`src/rtl/riscv_pkg.sv`:
```
// Shared types and helpers for the instruction-fetch front end.
//
// Contents:
//   XLEN_MAX      widest supported address width; fetch entries are sized for it so the
//                 same entry type serves both XLEN=32 and XLEN=64 builds
//   INSTR_BYTES   bytes per instruction word (fetch PC increment)
//   fetch_entry_t {pc, instr} pair held in the prefetch queue
//   ptr_width()   pointer width for a power-of-two queue depth (PTR_W)
package riscv_pkg;

    localparam int unsigned XLEN_MAX    = 64;
    localparam int unsigned INSTR_BYTES = 4;

    typedef struct packed {
        logic [XLEN_MAX-1:0] pc;
        logic [31:0]         instr;
    } fetch_entry_t;

    // Clamped to 1 so a pointer always has at least one bit.
    function automatic int unsigned ptr_width(input int unsigned depth);
        return (depth > 1) ? $clog2(depth) : 1;
    endfunction

endpackage

```
`src/rtl/riscv_fetch_fifo.sv`:
```
// In-order prefetch queue of fetch_entry_t, DEPTH entries (power of two).
//
// Ports:
//   clk_i, rst_i   clock, asynchronous active-high reset
//   push_i         write push_data_i at the tail
//   push_data_i    entry to write
//   pop_i          drop the head entry (ignored when empty)
//   flush_i        empty the queue; wins over push_i/pop_i
//   head_o         head entry (contents undefined when empty_o)
//   count_o        number of valid entries
//   full_o         count_o == DEPTH
//   empty_o        count_o == 0
module riscv_fetch_fifo
    import riscv_pkg::*;
#(
    parameter int unsigned DEPTH = 4
) (
    input  logic                                clk_i,
    input  logic                                rst_i,
    input  logic                                push_i,
    input  fetch_entry_t                        push_data_i,
    input  logic                                pop_i,
    input  logic                                flush_i,
    output fetch_entry_t                        head_o,
    output logic [riscv_pkg::ptr_width(DEPTH):0] count_o,
    output logic                                full_o,
    output logic                                empty_o
);

    localparam int unsigned PTR_W    = ptr_width(DEPTH);
    localparam int unsigned CNT_BITS = PTR_W + 1;

    logic [PTR_W-1:0] wr_ptr_q, rd_ptr_q;
    logic [PTR_W:0]   count_q;
    fetch_entry_t     mem_q [DEPTH];
    logic             do_push, do_pop;

    assign full_o  = (count_q == CNT_BITS'(DEPTH));
    assign empty_o = (count_q == '0);
    assign count_o = count_q;
    assign head_o  = mem_q[rd_ptr_q];

    // Push at full is legal only together with a pop: the head is read out this cycle
    // and its slot (== wr_ptr) is rewritten at the edge.
    assign do_push = push_i && (!full_o || pop_i);
    assign do_pop  = pop_i && !empty_o;

    always_ff @(posedge clk_i or posedge rst_i) begin
        if (rst_i) begin
            wr_ptr_q <= '0;
            rd_ptr_q <= '0;
            count_q  <= '0;
        end else if (flush_i) begin
            wr_ptr_q <= '0;
            rd_ptr_q <= '0;
            count_q  <= '0;
        end else begin
            if (do_push) wr_ptr_q <= wr_ptr_q + PTR_W'(1);
            if (do_pop)  rd_ptr_q <= rd_ptr_q + PTR_W'(1);
            unique case ({do_push, do_pop})
                2'b10:   count_q <= count_q + CNT_BITS'(1);
                2'b01:   count_q <= count_q - CNT_BITS'(1);
                default: count_q <= count_q;
            endcase
        end
    end

    // Storage needs no reset; validity is tracked by count_q.
    always_ff @(posedge clk_i) begin
        if (do_push && !flush_i) mem_q[wr_ptr_q] <= push_data_i;
    end

    // The fetch issue budget guarantees the queue never overflows.
    assert property (@(posedge clk_i) disable iff (rst_i)
                     !(push_i && full_o && !pop_i && !flush_i));

endmodule

```
`src/rtl/riscv_fetch_unit.sv`:
```
// Instruction-fetch front end: request/grant memory port, in-order prefetch queue and
// valid/ready delivery of {pc, instr} pairs to decode, with flush on redirect.
//
// Ports:
//   clk_i, rst_i      clock, asynchronous active-high reset
//   imem_req_o        fetch request valid (issue = imem_req_o & imem_gnt_i)
//   imem_addr_o       word-aligned fetch address
//   imem_gnt_i        request accepted
//   imem_rvalid_i     response valid, in issue order
//   imem_rdata_i      instruction word of the response
//   redirect_valid_i  flush and restart fetch at redirect_pc_i (bits [1:0] ignored)
//   redirect_pc_i     new fetch PC
//   instr_valid_o     head entry valid to decode (pop = instr_valid_o & instr_ready_i)
//   instr_ready_i     decode accepts
//   instr_o           instruction word of the head entry
//   instr_pc_o        PC of the head entry
//   perf_fetched_o    (FETCH_PERF_CNT_EN only) saturating count of pops
//   perf_flushes_o    (FETCH_PERF_CNT_EN only) saturating count of redirect cycles
//
// Build option: define FETCH_PERF_CNT_EN to add the two performance counters.
module riscv_fetch_unit
    import riscv_pkg::*;
#(
    parameter int unsigned     XLEN     = 32,
    parameter int unsigned     DEPTH    = 4,
    parameter logic [XLEN-1:0] RESET_PC = '0
) (
    input  logic            clk_i,
    input  logic            rst_i,
    output logic            imem_req_o,
    output logic [XLEN-1:0] imem_addr_o,
    input  logic            imem_gnt_i,
    input  logic            imem_rvalid_i,
    input  logic [31:0]     imem_rdata_i,
    input  logic            redirect_valid_i,
    input  logic [XLEN-1:0] redirect_pc_i,
    output logic            instr_valid_o,
    input  logic            instr_ready_i,
    output logic [31:0]     instr_o,
    output logic [XLEN-1:0] instr_pc_o
`ifdef FETCH_PERF_CNT_EN
    ,
    output logic [31:0]     perf_fetched_o,
    output logic [31:0]     perf_flushes_o
`endif
);

    localparam int unsigned PTR_W = ptr_width(DEPTH);
    localparam int unsigned CNT_W = $clog2(DEPTH + 1);
    localparam int unsigned SUM_W = CNT_W + 1;

    logic [XLEN-1:0]  fetch_pc_q, fetch_pc_d;
    logic [XLEN-1:0]  resp_pc_q, resp_pc_d;
    logic [CNT_W-1:0] outstanding_q, outstanding_d;
    logic [CNT_W-1:0] discard_q, discard_d;

    logic             issue, push, pop;
    logic [XLEN-1:0]  redirect_pc_aligned;
    logic [SUM_W-1:0] in_flight;
    fetch_entry_t     push_entry, head_entry;
    logic [PTR_W:0]   fifo_count;
    logic             fifo_full, fifo_empty;
    logic             unused_fifo;

    assign redirect_pc_aligned = {redirect_pc_i[XLEN-1:2], 2'b00};

    // Queued entries plus requests still in flight never exceed DEPTH, so every response
    // has a guaranteed slot.
    assign in_flight  = SUM_W'(fifo_count) + SUM_W'(outstanding_q);
    assign imem_req_o = !rst_i && !redirect_valid_i && (in_flight < SUM_W'(DEPTH));
    assign imem_addr_o = fetch_pc_q;
    assign issue = imem_req_o && imem_gnt_i;

    // Responses belonging to a flushed fetch stream are dropped while discard_q > 0.
    assign push = imem_rvalid_i && !redirect_valid_i && (discard_q == '0);

    assign instr_valid_o = !fifo_empty && !redirect_valid_i;
    assign pop = instr_valid_o && instr_ready_i;

    always_comb begin
        push_entry                = '0;
        push_entry.pc[XLEN-1:0]   = resp_pc_q;
        push_entry.instr          = imem_rdata_i;
    end

    always_comb begin
        outstanding_d = outstanding_q;
        unique case ({issue, imem_rvalid_i})
            2'b10:   outstanding_d = outstanding_q + CNT_W'(1);
            2'b01:   outstanding_d = outstanding_q - CNT_W'(1);
            default: outstanding_d = outstanding_q;
        endcase
    end

    always_comb begin
        discard_d  = discard_q;
        fetch_pc_d = fetch_pc_q;
        resp_pc_d  = resp_pc_q;
        if (redirect_valid_i) begin
            // Everything still in flight after this cycle belongs to the old stream.
            discard_d  = outstanding_d;
            fetch_pc_d = redirect_pc_aligned;
            resp_pc_d  = redirect_pc_aligned;
        end else begin
            if (imem_rvalid_i && (discard_q != '0)) discard_d = discard_q - CNT_W'(1);
            if (issue) fetch_pc_d = fetch_pc_q + XLEN'(INSTR_BYTES);
            if (push)  resp_pc_d  = resp_pc_q + XLEN'(INSTR_BYTES);
        end
    end

    always_ff @(posedge clk_i or posedge rst_i) begin
        if (rst_i) begin
            fetch_pc_q    <= RESET_PC;
            resp_pc_q     <= RESET_PC;
            outstanding_q <= '0;
            discard_q     <= '0;
        end else begin
            fetch_pc_q    <= fetch_pc_d;
            resp_pc_q     <= resp_pc_d;
            outstanding_q <= outstanding_d;
            discard_q     <= discard_d;
        end
    end

    riscv_fetch_fifo #(
        .DEPTH (DEPTH)
    ) u_fifo (
        .clk_i       (clk_i),
        .rst_i       (rst_i),
        .push_i      (push),
        .push_data_i (push_entry),
        .pop_i       (pop),
        .flush_i     (redirect_valid_i),
        .head_o      (head_entry),
        .count_o     (fifo_count),
        .full_o      (fifo_full),
        .empty_o     (fifo_empty)
    );

    // Upper PC bits are zero when XLEN < XLEN_MAX; full is implied by the issue budget.
    assign unused_fifo = ^head_entry.pc ^ fifo_full;

    // With an empty queue, show the PC the next response will carry (RESET_PC after reset).
    assign instr_o    = fifo_empty ? 32'h0 : head_entry.instr;
    assign instr_pc_o = fifo_empty ? resp_pc_q : head_entry.pc[XLEN-1:0];

`ifdef FETCH_PERF_CNT_EN
    logic [31:0] perf_fetched_q, perf_flushes_q;

    always_ff @(posedge clk_i or posedge rst_i) begin
        if (rst_i) begin
            perf_fetched_q <= '0;
            perf_flushes_q <= '0;
        end else begin
            if (pop && (perf_fetched_q != '1))
                perf_fetched_q <= perf_fetched_q + 32'd1;
            if (redirect_valid_i && (perf_flushes_q != '1))
                perf_flushes_q <= perf_flushes_q + 32'd1;
        end
    end

    assign perf_fetched_o = perf_fetched_q;
    assign perf_flushes_o = perf_flushes_q;
`else
    // No performance counters in this build.
`endif

endmodule

```
`config.mk`:
```
export PLATFORM = sky130hd
export DESIGN_NAME = riscv_fetch_unit
export DESIGN_NICKNAME = d
export VERILOG_FILES = /design/src/rtl/riscv_pkg.sv /design/src/rtl/riscv_fetch_fifo.sv /design/src/rtl/riscv_fetch_unit.sv
export SDC_FILE = /design/constraint.sdc
export NUM_CORES = 1
export LEC_CHECK = 0
export CORE_ASPECT_RATIO = 1.75
export CORE_MARGIN = 3
export CORE_UTILIZATION = 50
export DETAILED_ROUTE_END_ITERATION = 16
export PLACE_DENSITY = 0.82
export SKIP_CTS_REPAIR_TIMING = 1
export SLEW_MARGIN = 5
export SYNTH_ARGS = -nofsm -noshare
export SYNTH_HDL_FRONTEND = slang
export SYNTH_HIERARCHICAL = 1
export SYNTH_SLANG_ARGS = --single-unit
```
`constraint.sdc`:
```
create_clock -name clk_i -period 12.83 [get_ports clk_i]
set_input_delay 2.566 -clock clk_i [delete_from_list [all_inputs] [get_ports clk_i]]
set_output_delay 2.566 -clock clk_i [all_outputs]
set_load 0.1 [all_outputs]
```
Word-level counts from Yosys, hierarchy flattened:

Memories as Yosys holds them, arrays and structs flattened.
Cells that the tools add are included.

* input port bits: 70
* RAM bits: 256
* memories: 1
* register bits: 77

Memory list
* u_fifo.mem_q: depth 4, width 64, rd ports 1, clocked after memory_dff 0, write ports 1, RTL line riscv_fetch_fifo.sv:35 `fetch_entry_t mem_q [DEPTH];`

* eq/ne operators: 5
* reduce and logical (&&, ||, !) cells: 25
* add/sub/neg operators: 10
* mux-type cells: 17
* magnitude comparators: 1

Operators with widths (count)
* 32-bit two-way mux: 6
* 32-bit by 3-bit adder with 32-bit output, second input constant: 2
* 3-bit one-hot mux with 2 select lines: 2
* 1-bit logical AND: 11
* 2-bit nonzero test: 5
* 3-bit two-way mux: 3
* 3-bit by 1-bit subtractor with 3-bit output, second input constant: 3
* 2-bit two-way mux: 4
* 3-bit by 1-bit adder with 3-bit output, second input constant: 2
* 3-bit logical NOT: 2
* 3-bit nonzero test: 2
* 2-bit by 1-bit adder with 2-bit output, second input constant: 2
* 3-bit by 3-bit adder with 4-bit output: 1
* 2-bit by 1-bit == test with 1-bit output, second input constant: 2
* 2-bit == test, second input constant: 2
* 1-bit logical NOT: 4
* 4-bit by 3-bit less-than comparator with 1-bit output, second input constant: 1
* 3-bit == test, second input constant: 1
* 1-bit two-way mux: 2
* 1-bit logical OR: 1

Logic depth before layout (Yosys ltp):

Gate-level depths: netlist (run 1).

* depth in word-level cells: 9
* depth in mapped cells: 14
* depth with buffers taken out: 12

By module:

Netlist (run 1), hierarchy kept.

Modules (own cells, without submodules)
* riscv_fetch_fifo: sequential area each 11706.2 um2, cells an instance 565, area each 14370.0 um2, instances 1
* riscv_fetch_unit: sequential area each 1651.6 um2, cells an instance 502, area each 4425.5 um2, instances 1

Least setup slack after synthesis (run 1):

OpenSTA, ideal clock, no wires.

* path kind: in2reg
* from: input redirect_valid_i
* to: memory u_fifo/mem_q[0][0] in the netlist's numbering, enable pin
* buffers on the path: 3
* library setup time: 0.688 ns
* path slack: 0.177 ns
* stages on the path: 7
* arrival time: 11.965 ns
* cells stage by stage: buf_6 clkbuf_1 nor2_1 and2_1 clkbuf_1 o21ai_0 nor3b_1

* longest elaborated chain between the ends: 8

RTL lines
* start: declaration: RTL line riscv_fetch_unit.sv:35 `input logic redirect_valid_i,`
* 1-bit logical NOT: RTL line riscv_fetch_unit.sv:77 `assign instr_valid_o = !fifo_empty && !redirect_valid_i;`
* 1-bit logical AND: RTL line riscv_fetch_unit.sv:77
* net instr_valid_o: RTL line riscv_fetch_unit.sv:37 `output logic instr_valid_o,`
* 1-bit logical AND: RTL line riscv_fetch_unit.sv:78 `assign pop = instr_valid_o && instr_ready_i;`
* net pop: RTL line riscv_fetch_unit.sv:57 `logic issue, push, pop;`
* 1-bit logical OR: RTL line riscv_fetch_fifo.sv:45 `assign do_push = push_i && (!full_o || pop_i);`
* 1-bit logical AND: RTL line riscv_fetch_fifo.sv:45
* 1-bit logical AND: RTL line riscv_fetch_fifo.sv:70 `if (do_push && !flush_i) mem_q[wr_ptr_q] <= push_data_i;`
* 1-bit two-way mux: RTL line riscv_fetch_fifo.sv:70
* 1-bit two-way mux (implied by the code): RTL line riscv_fetch_fifo.sv:70
* end: declaration: RTL line riscv_fetch_fifo.sv:35

The timed path passes the listed nets, and every way through them passes these cells.

Worst setup path after layout (run 1):

* from: input rst_i
* to: output imem_req_o

* longest elaborated chain between the ends: 3

RTL lines
* start: declaration: RTL line riscv_fetch_unit.sv:29 `input logic rst_i,`
* 1-bit logical NOT (no source line)
* 1-bit logical AND (2 in series): RTL line riscv_fetch_unit.sv:70 `assign imem_req_o = !rst_i && !redirect_valid_i && (in_flight < SUM_W'(DEPTH));`
* end: declaration: RTL line riscv_fetch_unit.sv:30 `output logic imem_req_o,`

No other way between the ends.

==> results of run 1 <==
==> layer usage <==
layer | up-vias | part of all wire | wire length, µm | GRT usage
met5 | - | 0 | 0 | 0
met4 | 0 | 0.030 | 882 | 0.06725
met3 | 63 | 0.057 | 1693 | 0.02066
met2 | 333 | 0.53 | 15860 | 0.3511
met1 | 4196 | 0.38 | 11390 | 0.2482
li1 | 3798 | - | - | -
==> power groups by stage <==
| stage | Combinational [mW] | Clock, mW | Sequential (mW) |
|---|---|---|---|
| 3_3_place_gp | 0.398 | 0 | 1.27 |
| 6_report | 0.404 | 0.850 | 1.26 |
| 4_1_cts | 0.407 | 0.870 | 1.25 |
| 5_1_grt | 0.430 | 0.909 | 1.26 |
| 3_5_place_dp | 0.405 | 0 | 1.28 |
| 2_1_floorplan | 0.214 | 0 | 1.34 |
==> final timing paths <==
kind,cells past startpoint,end,slack (ps),start
max reg2reg,7,u_fifo/mem_q[1][24],9480,discard_q[0]
min,1,outstanding_q[2],500,outstanding_q[2]
min reg2reg,1,outstanding_q[2],500,outstanding_q[2]
max in group asynchronous,3,resp_pc_q[24],9570,rst_i
min in group asynchronous,2,u_fifo/count_o[1],2370,rst_i
max,4,imem_req_o,5790,rst_i
==> metrics by stage <==
stage,power (mW),setup slack [ps]
after floorplan,1.558,2589
after global placement,1.671,5791
after detailed placement,1.681,5790
after CTS,2.532,5787
after global routing,2.601,5698
final,2.509,5790
==> final cells by class <==
| cell class | count | area (µm²) | share of cell area |
|---|---|---|---|
| multi-input cells | 510 | 4425 | 0.2584 |
| flip-flops and latches | 329 | 9519 | 0.5558 |
| clock inverters | 14 | 150.1 | 0.008767 |
| clock buffers | 39 | 773.2 | 0.04515 |
| repair buffers | 174 | 1709 | 0.09980 |
| inverters | 22 | 82.58 | 0.004822 |
| well taps | 373 | 466.7 | 0.02725 |
==> flip-flops by register name, summed over array words and instances (netlist names) <==
register,flops
imem_addr_o,30
u_fifo/mem_q,256
u_fifo/wr_ptr_q,2
u_fifo/rd_ptr_q,2
resp_pc_q,30
outstanding_q,3
u_fifo/count_o,3
discard_q,3
==> layout by cell type, fill, tap and decap left out, drive strengths merged, types with 8 or more instances in the layout <==
| cell | instances |
|---|---|
| edfxtp | 256 |
| clkdlybuf4s50 | 162 |
| dfrtp | 73 |
| mux4 | 64 |
| nand2 | 55 |
| o21ai | 54 |
| clkbuf | 39 |
| nand3 | 38 |
| nor2 | 37 |
| nor2b | 35 |
| mux2 | 35 |
| inv | 23 |
| xnor2 | 20 |
| xor2 | 19 |
| nand4 | 19 |
| o311ai | 12 |
| buf | 12 |
| ha | 11 |
| o211ai | 10 |
| conb | 10 |
| nor3 | 10 |
| and3 | 9 |
| and4 | 9 |
| a31oi | 9 |
| a21oi | 8 |
| clkinv | 8 |
==> results.md, run 1 <==
Outcome:
- The run finished with clean final reports.

STA:
- The share of the clock period used by the worst path after layout is 0.5487.
- For the pin with the worst max-slew slack, the measured transition is 1059 ps.
- The relative slew slack is 0.2915.
- The final number of hold-violating endpoints is 0.
- Between clock sinks in the finished design, the worst skew comes to 12.49 ps.
- The number of pins exceeding their max-slew limit in the final report came to 0.
- Static timing analysis puts the maximum clock frequency at 0.1421 GHz.
- The final hold slack is 495.9 ps.
- The minimum clock period is 7040 ps.
- The count of endpoints failing setup in the final report is 0.
- The setup TNS is 0 ps.
- Setup repair after global routing left no endpoint under its margin.

Placement:
- The placed cell count is 1408.
- The total half-perimeter wirelength after legalization and detailed placement is 18730 µm.
- At the end of routability-driven placement, the weighted congestion stood at 0.8696.
- Summing all placed instances gives a cell area of 0.01620 mm².
- The count of input and output buffers is 163.

Clock tree:
- Buffers inserted during clock tree synthesis total 29.
- The clock input transition at the sequential cells of the worst setup and hold paths is 60 ps.
- The number of H-tree levels is 1.
- The number of buffers between clock root and the deepest sink is 3.
- The tree is rooted in a clkbuf_16.
- The clock insertion delay at the later pin of the skew report is 540 ps.
- Counting every sink on the clock net gives 329.
- The CTS tree is yes.

Drt:
- Once detail routing completed, the nets flagged for antenna violations numbered 0.
- The detailed router finished its first iteration with 642 violations.
- Dividing the detail-routed wire length by the instance count gives 20.41 µm.
- For this run, design rule violations remaining after detail routing come to 0.
- Using the TritonRoute via totals, the vias-per-cell ratio works out to 5.743.
- The routed design has 29820 µm of wire.
- The first detailed-routing pass ran for 5 iterations.
- Across all layers, the routed design uses 8390 vias.

Critical path:
- The most repeated library cell on the critical path is clkdlybuf4s50_1.
- The data arrival time at the worst-slack endpoint is 4470 ps.
- Among all stages on the critical path, the largest delay is contributed by clkdlybuf4s50_1.
- STA classifies the critical path startpoint as an input pin.
- The critical path contains buffers and inverters numbering 2 combined.
- On the critical path the largest part of the delay comes from buffers and inverters.
- The maximum fanout along the worst path is 3.
- The largest stage delay on the critical path is 1130 ps.
- The critical path goes through clkdlybuf4s50_1, nor2_1, and3_1, clkdlybuf4s50_1.
- The setup path with the least slack is of type in -> out.
- The worst setup path is captured at a primary output.
- STA puts the critical path data required time at 10260 ps.

Hold path:
- The path class of the tightest hold or removal check is reg -> reg.

Final layout:
- The final antenna diode count is 0.
- The number of nets in the final layout is 1149.
- The total of fill cells in the finished design is 2118.
- Summing all non-filler instances in the final layout gives an area of 0.01713 mm².
- The final standard cell count with taps included and fillers excluded is 1461.
- Of the cells placed in the final design, the portion with a size suffix greater than 1 is 0.1544.
- From synthesis to final layout, the design area changed by 20.57%.
- The end-of-flow core utilization is 0.6123.

Global routing:
- The initial antenna violation count is 0.
- The overall track demand over capacity in global routing is 0.1959.
- Entering global routing, the biggest net connects 67 pins.
- After global routing the overflow that remains totals 0.
- The number of global-route vias before repair is 8737.
- The first global-routing pass estimated 47480 µm of wire.

Power:
- The internal power consumption is 1.804 mW.
- The fraction of power spent switching nets is 0.2810.
- The static leakage is 5.692 nW.
- Summed over all nets, the switching power comes to 0.7050 mW.
- The share of total power dissipated in combinational logic is 0.161.
- The share of total power in sequential cells is 0.500.
- The share of total power dissipated in the clock network is 0.339.
- The worst vdd rail ir drop is 0.1215 mV.
- The power per standard cell area is 146.5 mW/mm².

Synthesis:
- The mapped netlist covers 0.01420 mm².
- The instance count of the mapped netlist is 902.
- The mean instance size in the synthesized netlist is 15.75 µm².
- The number of warnings issued by yosys is 6.

Die:
- The area of the die is 0.03055 mm².
- 168 I/O pins were placed.
- The initial cell density of the core is 0.5078.
- The area of the core is 0.02797 mm².
- The count of standard-cell rows is 81.
- In this run the vertical extent of the chip is 229.0 µm.
- The floorplan step set the die width to 133.4 µm.

Flow run:
- Max-cap violations in this run came to 0.
Power figures use the tool's default switching activity.
==> run 2, diff against run 1 <==
==> constraint.sdc (replaced) <==
create_clock -name clk_i -period 6.9 [get_ports clk_i]
set_input_delay 1.38 -clock clk_i [delete_from_list [all_inputs] [get_ports clk_i]]
set_output_delay 1.38 -clock clk_i [all_outputs]
set_load 0.1 [all_outputs]
==> run 2 against run 1 <==
Effect of this change: combinational power up 86%; sequential share of layout area about the same; sequential power is 85% higher; global-route usage is 0.32 points higher; routed wire length rose by 1.1%; clock-buffer cell count shrank 6; non-clock buffer count up 1; register-to-register slack worse by 6000 ps; clock power increased by 88%; largest power group unchanged.
==> results.md, run 2 (synthesis results as in run 1) <==
Drt:
- The average wire per standard cell is 20.66 µm (+1.2%).
- The number of vias per cell after detailed routing came to 5.737 (-0.10%).
- The aggregate routed wire length is 30140 µm (+1.1%).
- The number of DRC violations after detailed-routing iteration 0 came to 651 (+1.4%).
- The length of the first detailed-routing pass in iterations is 5 (unchanged).
- The remaining antenna violation count after routing came to 0 (unchanged).
- The total via count after detailed routing is 8370 (-0.24%).
- The total DRC errors in the routed layout was 0 (unchanged).

Final layout:
- u_fifo/mem_q holds more flip-flops than any other register.
- In the layout the commonest cells are edfxtp_1, clkdlybuf4s50_1, dfrtp_1, mux4_2, nand2_1.
- The end-of-flow core utilization is 0.6125 (about the same).
- The flip-flop count of the largest register after layout is 256 (unchanged).
- The layout overhead on the synthesized area is 20.62% (about the same).
- The number of nets in the final layout is 1149 (unchanged).
- The total of fill cells in the finished design came to 2124 (+0.28%).
- The most common cell after layout, fill and taps aside is edfxtp_1.
- The final standard cell count with taps included and fillers excluded is 1459 (-0.14%).
- The fraction of layout instances using a drive strength above 1 was 0.1565 (+0.002126).
- The final antenna diode count is 0 (unchanged).

Outcome:
- The run finished with clean final reports.

Placement:
- The total half-perimeter wirelength after legalization and detailed placement is 19010 µm (+1.5%).
- The placed cell count came to 1409 (+0.071%).
- The count of input and output buffers is 163 (unchanged).
- The placer's final routability congestion estimate is 0.8596 (-1.1%).

Critical path:
- The cell family contributing the most delay on the critical path is buffers and inverters.
- The worst setup path category is reg -> out.
- The maximum fanout along the worst path is 37 (+34).
- The required time at the worst-slack endpoint was 5520 ps (-4740 ps).
- The data arrival time at the worst-slack endpoint was 3710 ps (-760 ps).
- The largest stage delay on the critical path is 980 ps (-150 ps).
- The critical path goes through buf_4, mux4_2, mux2_2, clkdlybuf4s50_1.
- On the critical path, the stage with the largest delay is an instance of clkdlybuf4s50_1.
- The worst setup path is launched from a flip-flop.
- STA classifies the critical path endpoint as a primary output.
- The number of buffers and inverters on the critical path is 2 (unchanged).

STA:
- The maximum clock rate is 0.1966 GHz.
- The worst path needs 5087 ps of the cycle, external delays included.
- The number of pins exceeding their max-slew limit in the final report is 0 (unchanged).
- The final number of hold-violating endpoints came to 0 (unchanged).
- Of the available clock period, the critical path in the final layout requires 0.7372.
- Setup repair after global routing left no endpoint under its margin.
- The relative slew slack is 0.2864 (-0.005182).
- The count of endpoints failing setup in the final report was 0 (unchanged).
- The final hold slack was 520.3 ps (+24.42 ps).
- The slew at the pin closest to its max-slew limit is 1067 ps (+7.749 ps).
- The clock skew was 15.85 ps (+3.358 ps).

Power:
- The worst vdd rail ir drop came to 0.1699 mV (+40%).
- The total power consumption of the routed design is 4.681 mW (+87%).
- The power per standard cell area is 273.2 mW/mm² (+87%).
- The static leakage was 5.692 nW (about the same).

Die:
- The count of standard-cell rows is 81 (unchanged).
- The area of the die is 0.03055 mm² (unchanged).
- The width of the chip is 133.4 µm (unchanged).
- The count of pins on the block boundary is 168 (unchanged).
- The vertical die dimension was 229.0 µm (unchanged).
- The area of the core is 0.02797 mm² (unchanged).
- The initial cell density of the core is 0.5078 (unchanged).

Clock tree:
- The total CTS buffers came to 28 (-3.4%).
- The clock input transition at the sequential cells of the worst setup and hold paths is 70 ps (about the same).
- The clock tree root buffer cell is clkbuf_16.
- The clock sink total is 329 (unchanged).
- The number of buffers between clock root and the deepest sink is 3 (unchanged).
- TritonCTS built the clock tree.
- The number of H-tree levels is 1 (unchanged).
- The clock insertion delay at the later pin of the skew report is 550 ps (about the same).

Global routing:
- The initial antenna violation count was 0 (unchanged).
- The number of global-route vias before repair is 8845 (+1.2%).
- The total grt overflow came to 0 (unchanged).
- The global-route wire length before repair is 48140 µm (+1.4%).
- The pin count of the biggest net entering global routing is 67 (unchanged).
- The overall track demand over capacity in global routing came to 0.1991 (+0.003237).

Hold path:
- The class of the tightest hold or removal check is reg -> reg.

Flow run:
- The max-cap check violation count was 0 (unchanged).
run 2: through the flow:
step | cell area (µm²) | setup TNS, ps | setup slack (ps)
global route | 17130 | 0 | 1682
global placement | 16210 | 0 | 2258
finish | 17130 | 0 | 1813
detailed placement | 16210 | 0 | 2228
floorplan | 14240 | -551560 | -2155
CTS | 17130 | 0 | 1730
run 2: path summary, 6_finish.rpt:
check	start	to	slack [ps]	depth (start not counted)
worst max-delay path	u_fifo/rd_ptr_q[1]	instr_pc_o[23]	1810	4
worst min-delay path	outstanding_q[2]	outstanding_q[2]	520	1
worst max register to register	u_fifo/count_o[1]	discard_q[2]	3480	12
worst min register to register	outstanding_q[2]	outstanding_q[2]	520	1
max in group asynchronous	rst_i	resp_pc_q[31]	4850	3
min in group asynchronous	rst_i	u_fifo/count_o[2]	1170	2
run 2: routing by layer:
layer,track usage,vias to the layer above,part of all wire
li1,-,3797,-
met1,0.2502,4222,0.39
met2,0.3596,305,0.54
met3,0.01956,46,0.051
met4,0.06982,0,0.025
met5,0,-,0
run 2: layout make-up:
cell class / count / area (µm²) / area share
flip-flops and latches: 329 / 9519 / 0.5556
multi-input cells: 510 / 4423 / 0.2581
repair buffers: 175 / 1717 / 0.1002
clock buffers: 33 / 740.7 / 0.04323
well taps: 373 / 466.7 / 0.02724
clock inverters: 17 / 185.2 / 0.01081
inverters: 22 / 82.58 / 0.004820
run 2: worst register-to-register path, stage by stage, from the launching register on:
cell and delay [ps]:
dfrtp_1 500, ha_1 340, nand3_1 90, and4_1 470
inv_2 540, ha_1 290, inv_1 60, fa_1 370
xor2_1 150, nor2_1 110, xor2_1 220, nand2_1 100
o21ai_0 100
run 2: power by group:
part | internal [mW] | switching, mW
Sequential | 2.23 | 0.101
Combinational | 0.220 | 0.530
Clock | 0.913 | 0.685
Total | 3.37 | 1.32
==> run 3, diff against run 2 <==
--- a/config.mk
+++ b/config.mk
@@ -9,7 +9,7 @@
 export CORE_MARGIN = 3
 export CORE_UTILIZATION = 50
 export DETAILED_ROUTE_END_ITERATION = 16
-export PLACE_DENSITY = 0.82
+export PLACE_DENSITY = 0.85
 export SKIP_CTS_REPAIR_TIMING = 1
 export SLEW_MARGIN = 5
 export SYNTH_ARGS = -nofsm -noshare
==> constraint.sdc (replaced) <==
create_clock -name clk_i -period 4.2 [get_ports clk_i]
set_input_delay 0.84 -clock clk_i [delete_from_list [all_inputs] [get_ports clk_i]]
set_output_delay 0.84 -clock clk_i [all_outputs]
set_load 0.1 [all_outputs]
==> run 3 against run 2 <==
Effect of this change: first-iteration DRC count fell by 14%; core utilization up 0.10 points; combinational power up 65%; power is 64% higher; critical endpoint is now instr_o[6].
==> results.md, run 3 (synthesis results as in run 1) <==
Power:
- The relative contribution of the clock network to total power is 0.339 (-0.002).
- The share of total power in sequential cells is 0.499 (about the same).
- The switching component of the power came to 2.146 mW (+63%).
- The static leakage is 5.904 nW (+3.7%).
- The internal power consumption was 5.531 mW (+64%).
- The fraction of power spent switching nets is 0.2795 (-0.001486).
- The part of the power in combinational logic is 0.162 (+0.002).
- The worst vdd rail ir drop came to 0.3399 mV (+100%).
- The power per standard cell area is 447.3 mW/mm² (+64%).

Final layout:
- In the layout the commonest cells are edfxtp_1, clkdlybuf4s50_1, buf_4, dfrtp_1, mux4_2.
- The library cell used most frequently in the layout, excluding fill and tap cells, is edfxtp_1.
- The final antenna diode count is 0 (unchanged).
- Ranked by flip-flop count, first place goes to u_fifo/mem_q.
- The finished layout cell area is 0.01716 mm² (+0.17%).
- The number of nets in the final layout is 1157 (+0.70%).
- The flip-flop count of the largest register after layout is 256 (unchanged).
- The end-of-flow core utilization is 0.6136 (+0.001029).
- The fraction of layout instances using a drive strength above 1 is 0.2254 (+0.06883).
- From synthesis to final layout, the design area changed by 20.82%.

Critical path:
- The worst setup path is launched from a flip-flop.
- The depth of the most critical reg-to-reg path is 9 (-3).
- The data arrival time at the worst-slack endpoint is 2660 ps (-1050 ps).
- The maximum fanout along the worst path is 37 (unchanged).
- The end of the worst register-to-register path is u_fifo/count_o[2].
- The required time at the worst-slack endpoint is 3360 ps (-2160 ps).
- The startpoint identified for the worst register-to-register timing path is u_fifo/count_o[1].
- The sort of element at the end of the critical path is a primary output.
- The worst setup slack for register-to-register paths is 1220 ps (-2260 ps).
- The worst setup path category is reg -> out.

Clock tree:
- The clock insertion delay at the later pin of the skew report is 550 ps (about the same).
- The CTS tree is yes.
- The clock tree root buffer cell is clkbuf_16.
- The clock input transition at the sequential cells of the worst setup and hold paths is 70 ps (about the same).
- The total CTS buffers is 28 (unchanged).
- The number of H-tree levels is 1 (unchanged).
- The clock sink total was 329 (unchanged).
- The number of buffers between clock root and the deepest sink came to 3 (unchanged).

Global routing:
- The pin count of the biggest net entering global routing came to 65 (-3.0%).
- The overall track demand over capacity in global routing was 0.1964 (-0.002742).
- The total grt overflow is 0 (unchanged).
- The global-route wire length before repair came to 47550 µm (-1.2%).
- The initial antenna violation count was 0 (unchanged).
- The number of global-route vias before repair is 9006 (+1.8%).

Placement:
- The pre-CTS setup slack is 680.2 ps (-1548 ps).
- The total half-perimeter wirelength after legalization and detailed placement came to 19840 µm (+4.4%).
- The count of input and output buffers is 163 (unchanged).
- The placer's final routability congestion estimate came to 0.8944 (+4.0%).
- The placed instance area is 0.01622 mm² (+0.10%).

Die:
- The count of standard-cell rows came to 81 (unchanged).
- The area of the die is 0.03055 mm² (unchanged).
- The width of the chip is 133.4 µm (unchanged).
- The count of pins on the block boundary came to 168 (unchanged).
- The area of the core is 0.02797 mm² (unchanged).
- The initial cell density of the core was 0.5078 (unchanged).
- The vertical die dimension is 229.0 µm (unchanged).

Hold path:
- The worst min-delay path endpoint is outstanding_q[2].
- The hold-critical path depth is 1 (unchanged).
- The class of the tightest hold or removal check is reg -> reg.
- In this run the most critical hold path is launched from outstanding_q[2].

Drt:
- The aggregate routed wire length was 29950 µm (-0.62%).
- The remaining antenna violation count after routing was 0 (unchanged).
- The number of DRC violations after detailed-routing iteration 0 came to 559 (-14%).
- The total DRC errors in the routed layout is 0 (unchanged).
- The average wire per standard cell is 20.39 µm (-1.3%).
- The length of the first detailed-routing pass in iterations is 5 (unchanged).
- The number of vias per cell after detailed routing was 5.771 (+0.60%).
- The total via count after detailed routing was 8478 (+1.3%).

STA:
- The final hold slack was 507.6 ps (-12.72 ps).
- The clock skew is 13.60 ps (-2.249 ps).
- The slew at the pin closest to its max-slew limit is 1031 ps (-35.68 ps).
- The final number of hold-violating endpoints is 0 (unchanged).
- The minimum clock period is 3503 ps.
- Setup repair after global routing left no endpoint under its margin.
- The number of pins exceeding their max-slew limit in the final report came to 0 (unchanged).
- Timing would allow up to 0.2854 GHz.
- The setup slack of the critical path after layout is 696.7 ps (-1116 ps).
- The share of the clock period used by the worst path after layout is 0.8341.
- The relative slew slack came to 0.3102 (+0.02386).
- The count of endpoints failing setup in the final report was 0 (unchanged).

Flow run:
- The max-cap check violation count is 0 (unchanged).

Outcome:
- The run finished with clean final reports.
[run 3: cell types whose count changed in the layout (fill, tap and decap cells not counted), sizes merged]
cell / delta
buf: +74
clkinv: +2
clkdlybuf4s50: -66
bufinv: -1
clkbuf: +4
clkinvlp: -3
[run 3: routing by layer]
metal / track usage / routed length [µm] / vias up
li1: - / - / 3813
met4: 0.08623 / 1245 / 0
met5: 0 / 0 / -
met3: 0.02176 / 1377 / 85
met1: 0.2294 / 11140 / 4269
met2: 0.3621 / 16190 / 311
[run 3: area by class of cell]
| class | count | area (µm²) |
|---|---|---|
| Clock inverter | 15 | 151.4 |
| Clock buffer | 37 | 787.0 |
| Fill cell | 2076 | 10810 |
| Timing Repair Buffer | 183 | 1687 |
| Multi-Input combinational cell | 510 | 4469 |
| Tap cell | 373 | 466.7 |
| Sequential cell | 329 | 9519 |
| Inverter | 22 | 82.58 |
[run 3: worst max path at each step]
stage	from	endpoint	depth (start not counted)
floorplan	redirect_valid_i	u_fifo/mem_q[0][0]	7
global placement	imem_rvalid_i	u_fifo/count_o[2]	9
detailed placement	imem_rvalid_i	u_fifo/count_o[2]	9
CTS	u_fifo/count_o[1]	instr_o[6]	5
global route	u_fifo/count_o[0]	instr_o[6]	5
finish	u_fifo/count_o[1]	instr_o[6]	5
[run 3: power by group through the flow]
stage	Clock [mW]	Combinational (mW)	Sequential [mW]
floorplan	0	0.665	4.10
global placement	0	1.22	3.88
detailed placement	0	1.24	3.89
CTS	2.67	1.25	3.83
global route	2.79	1.32	3.85
finish	2.60	1.24	3.83
[run 3: metrics by stage]
| step | setup TNS [ps] | power (mW) | std cells |
|---|---|---|---|
| 2_1_floorplan | -5397 | 4.766 | 911 |
| 3_3_place_gp | 0 | 5.102 | 1417 |
| 3_5_place_dp | 0 | 5.136 | 1417 |
| 4_1_cts | 0 | 7.748 | 1469 |
| 5_1_grt | 0 | 7.956 | 1469 |
| 6_report | 0 | 7.676 | 1469 |
[run 3: critical path, stage by stage, from the launching register on]
cell and delay (ps):
dfrtp_1 500, nor3_2 260, buf_4 530, buf_4 430
nor2b_1 120, buf_4 250
